$ cat src/rtl/lzc_normalizer_pipe.sv
// Two-stage FP normaliser: leading-zero count, left shift, exponent adjust with denormal clamp.
// Latency 2 cycles, 1 beat/cycle; in_ready falls only when both stages hold data and out_ready is low.
module lzc_normalizer_pipe #(
   parameter  int WIDTH     = 27,
   parameter  int EXP_WIDTH = 8,
   parameter  int TAG_WIDTH = 4,
   localparam int SW        = $clog2(WIDTH + 1)
) (
   input  logic                 clk,
   input  logic                 rst,
   input  logic                 in_valid,
   output logic                 in_ready,
   input  logic [WIDTH-1:0]     in_mant,
   input  logic [EXP_WIDTH-1:0] in_exp,
   input  logic [TAG_WIDTH-1:0] in_tag,
   output logic                 out_valid,
   input  logic                 out_ready,
   output logic [WIDTH-1:0]     out_mant,
   output logic [EXP_WIDTH-1:0] out_exp,
   output logic [SW-1:0]        out_shift,
   output logic                 out_zero,
   output logic                 out_denorm,
   output logic [TAG_WIDTH-1:0] out_tag
);

   // Wide enough that neither the exponent nor the count is truncated in the compare.
   localparam int CW = ((SW > EXP_WIDTH) ? SW : EXP_WIDTH) + 1;

   logic                 s1_valid;
   logic [WIDTH-1:0]     s1_mant;
   logic [EXP_WIDTH-1:0] s1_exp;
   logic [TAG_WIDTH-1:0] s1_tag;
   logic [SW-1:0]        s1_lz;

   logic                 s2_adv;
   logic [SW-1:0]        in_lz;

   logic [CW-1:0]        exp_c;
   logic [CW-1:0]        lz_c;
   logic [WIDTH-1:0]     nxt_mant;
   logic [EXP_WIDTH-1:0] nxt_exp;
   logic [SW-1:0]        nxt_shift;
   logic                 nxt_zero;
   logic                 nxt_denorm;

   assign s2_adv   = ~out_valid | out_ready;
   assign in_ready = ~s1_valid | s2_adv;

   // Scanning upward lets the highest set bit win; an all-zero word leaves WIDTH.
   always_comb begin
      in_lz = SW'(WIDTH);
      for (int i = 0; i < WIDTH; i++) begin
         if (in_mant[i]) begin
            in_lz = SW'(WIDTH - 1 - i);
         end
      end
   end

   always_comb begin
      exp_c      = CW'(s1_exp);
      lz_c       = CW'(s1_lz);
      nxt_exp    = '0;
      nxt_shift  = '0;
      nxt_zero   = 1'b0;
      nxt_denorm = 1'b0;
      if (s1_mant == '0) begin
         nxt_zero = 1'b1;
      end else if (exp_c > lz_c) begin
         nxt_shift = s1_lz;
         nxt_exp   = EXP_WIDTH'(exp_c - lz_c);
      end else begin
         // exp <= lz <= WIDTH here, so exp-1 always fits the shift field.
         nxt_shift  = (s1_exp == '0) ? '0 : SW'(exp_c - CW'(1));
         nxt_denorm = 1'b1;
      end
      nxt_mant = s1_mant << nxt_shift;
   end

   always_ff @(posedge clk) begin
      if (rst) begin
         s1_valid   <= 1'b0;
         s1_mant    <= '0;
         s1_exp     <= '0;
         s1_tag     <= '0;
         s1_lz      <= '0;
         out_valid  <= 1'b0;
         out_mant   <= '0;
         out_exp    <= '0;
         out_shift  <= '0;
         out_zero   <= 1'b0;
         out_denorm <= 1'b0;
         out_tag    <= '0;
      end else begin
         if (in_ready) begin
            s1_valid <= in_valid;
            if (in_valid) begin
               s1_mant <= in_mant;
               s1_exp  <= in_exp;
               s1_tag  <= in_tag;
               s1_lz   <= in_lz;
            end
         end
         if (s2_adv) begin
            out_valid <= s1_valid;
            if (s1_valid) begin
               out_mant   <= nxt_mant;
               out_exp    <= nxt_exp;
               out_shift  <= nxt_shift;
               out_zero   <= nxt_zero;
               out_denorm <= nxt_denorm;
               out_tag    <= s1_tag;
            end
         end
      end
   end

endmodule

$ cat config.mk
export PLATFORM = sky130hd
export DESIGN_NAME = lzc_normalizer_pipe
export DESIGN_NICKNAME = d
export VERILOG_FILES = /design/src/rtl/lzc_normalizer_pipe.sv
export SDC_FILE = /design/constraint.sdc
export NUM_CORES = 1
export LEC_CHECK = 0
export ABC_CLOCK_PERIOD_IN_PS = 4620
export CAP_MARGIN = 10
export CORE_ASPECT_RATIO = 1.75
export CORE_UTILIZATION = 53
export DETAILED_ROUTE_END_ITERATION = 8
export PLACE_DENSITY = 0.85
export REMOVE_ABC_BUFFERS = 1
export SYNTH_ARGS = -nofsm -noshare
export SYNTH_HDL_FRONTEND = slang
export SYNTH_SLANG_ARGS = --single-unit
$ cat constraint.sdc
create_clock -name clk -period 4.62 [get_ports clk]
set_input_delay 0.693 -clock clk [delete_from_list [all_inputs] [get_ports clk]]
set_output_delay 0.693 -clock clk [all_outputs]
set_load 0.05 [all_outputs]
==> flow_summary.toml <==
[clock_tree]
worstSkewPairLatency_ns = 0.35
clock_sinks = 92
clk_pin_slew_worst_paths_ns = 0.07
cts_setup_buffers = 0
cts_tree = "built"
clock_path_buffers = 2
cts.hold.buffers_added = 0
cts_root_buf = "clkbuf_16"
htreeDepth = 3
cts-buffers-inserted = 9
cts-resized-gates = 0

[placement]
place.gp.congestion = 0.971
placed_area_mm2 = 0.00625
numPlacedInstances = 873
hpwl_um = 12200
io_buffers = 90

[drt]
drt_wl_total_um = 16500
num_vias = 5506
viasPerCell = 6.19
wl_per_cell_um = 18.6
dr.pass1.iters = 5
drc = 0
drt_iter0_drc = 424
ant_nets = 0

[floorplanning]
chipWidth_um = 77.4
num_rows = 47
pin_count = 91
die_area_mm2 = 0.0104
start_util_pct = 55.0
dieHeight_um = 134
coreArea_mm2 = 0.00959

[timing]
setup_tns_ns = 0
tightest_slew_ns = 1.17
rsz0062_at_grt = "no"
hold_viol = 0
slew_headroom_pct = 21.4
fmax_ghz = 0.243
slew_violations = 0
finalClockSkew_ns = 0.00733
post-route-period-util_pct = 89.1
period_minus_slack_ns = 4.12
setup_viol = 0

[worst_setup_path]
worstSetupStartpointType = "register"
crit_type = "register to register"
path_delay_family = "compound AO/OA/AOI/OAI gates"
worstPathCellList = "inv_1 > ha_1 > inv_1 > fa_1 > a21o_1 > a211o_1 > a21boi_0 > or3_1 > mux2i_1 > nor2_1 > a21oi_1 > o21ai_1 > a221o_1"
crit_required_ns = 4.86
crit_buf_inv = 2
r2r_slack_ns = 0.50
worstSetupEndpointType = "register"
slowest_stage = "or3_1"
path_common_cell = "inv_1"
arrival_ns = 4.35
critPathMaxFanout = 15
cpPeakStageDelay_ns = 0.64

[yosys]
syn_inst = 694
postSynthAreaPerCell_um2 = 7.60
synth_fa_ha_area_share_pct = 2.04
syn_area_mm2 = 0.00527
async_reset_ff_share_pct = 0
synth_top_family_by_area = "compound AO/OA/AOI/OAI gates"
ys_seq_elements = 92
synth-compound-area-share_pct = 25.6
synth_top_cell_area_share_pct = 34.9
synthMuxAreaShare_pct = 7.35
yosys.cell_types.count = 67
yosys.area_share.simple_pct = 24.2
synth.area.top_cells = "dfxtp_1 35%, nand2_1 10%, a21oi_1 8.2%"
synth-xor-area-share_pct = 0.996
synth_ff_type = "dfxtp_1"
synthDominantAreaCellType = "dfxtp_1"
ys_warn_count = 0
synth_edf_count = 0
ys_seq_area_share_pct = 34.9

[global_routing]
grt_max_degree = 77
grt_pass1_wl_um = 26400
overflow = 0
grt_pass1_vias = 5137
antenna_found_initial = 0
gr-usage-all-layers_pct = 32.3

[job]
maxCapViolations = 0

[layout]
final_layout_size_suffix_gt1_share_pct = 6.65
fin_cells = 889
num_antenna_cells = 0
layout_commonest_cell = "nand2_1"
final_util_pct = 68.2
final_area_mm2 = 0.00654
syn_to_final_growth_pct = 24.0
most-common-layout-cells = "147 x nand2_1, 92 x dfxtp_1, 89 x clkdlybuf4s50_1"
nets = 813

[hold_path]
worst_hold_path_type = "register to register"

[pwr]
power_density_mw_per_mm2 = 373
p_total_uw = 2440
cellLeakagePower_uw = 0.00253
vdd_ir_drop_max_mv = 0.242

[outcome]
status = "finished clean"
cell usage after synthesis (8+ instances only):
master      n
nand2_1   147
dfxtp_1    92
a21oi_1    86
nor2_1     50
clkbuf_1   34
mux2i_1    28
nand3_1    24
o21ai_0    20
a22oi_1    17
inv_1      16
nor4_1     14
nor3_1     11
a32oi_1    10
buf_2      10
a221o_1     9
a22o_1      9
a211oi_1    8
power by group:
part	switching, uW	total, uW	internal (uW)	leakage (uW)
clock	334	725	391	0.000140
sequential	47.2	891	843	0.000752
combinational	527	824	297	0.00163
total	908	2440	1530	0.00253
routing by layer:
layer | up-vias | GRT usage, % | part of all wire [%]
li1 | 2656 | - | -
met1 | 2588 | 37.8 | 39
met2 | 221 | 56.2 | 52
met3 | 41 | 4.29 | 4.9
met4 | 0 | 17.9 | 4.1
met5 | - | 0 | 0
layout make-up:
type | instances | area, um2
clock inverters | 6 | 55.1
flip-flops and latches | 92 | 1840
multi-input cells | 539 | 3180
clock buffers | 10 | 239
repair buffers | 104 | 1010
inverters | 16 | 60.1
well taps | 122 | 153
fillers | 810 | 3040
state kept, by name (all words and copies together) (netlist names):
signal,flops
out_shift,5
out_valid,1
out_mant,27
out_exp,8
s1_lz,5
s1_tag,4
s1_mant,27
s1_valid,1
out_tag,4
out_zero,1
out_denorm,1
s1_exp,8
cells by family (layout without fill, tap and decap cells):
kind of cell | count (synthesis) | in the layout
AOI/OAI and AO/OA | 207 | 207
and+or+nand+nor | 283 | 283
buffers and inverters | 63 | 136
DFF | 92 | 92
adders and majority gates | 8 | 8
xor gates and xnor gates | 6 | 6
muxes | 35 | 35
tightest hold or removal path, cell delays in order (launching register included):
cell and delay (ns):
dfxtp_1 0.31, nand2_1 0.05, a21oi_1 0.05
final timing paths:
check | from | endpoint | cells after the start
setup / recovery | s1_exp[0]$_SDFFE_PP0P_ | out_mant[9]$_SDFFE_PP0P_ | 13
hold / removal | out_shift[1]$_SDFFE_PP0P_ | out_shift[1]$_SDFFE_PP0P_ | 2
setup reg to reg | s1_exp[0]$_SDFFE_PP0P_ | out_mant[9]$_SDFFE_PP0P_ | 13
hold reg to reg | out_shift[1]$_SDFFE_PP0P_ | out_shift[1]$_SDFFE_PP0P_ | 2
through the flow:
| stage | hold WS (ns) | worst slack [ns] |
|---|---|---|
| 2_1_floorplan | 0.426 | 0.330 |
| 3_3_place_gp | 0.438 | 0.567 |
| 5_1_grt | 0.472 | 0.279 |
| 6_report | 0.455 | 0.505 |
| 4_1_cts | 0.457 | 0.532 |
| 3_5_place_dp | 0.448 | 0.557 |
Power figures use the tool's default switching activity.
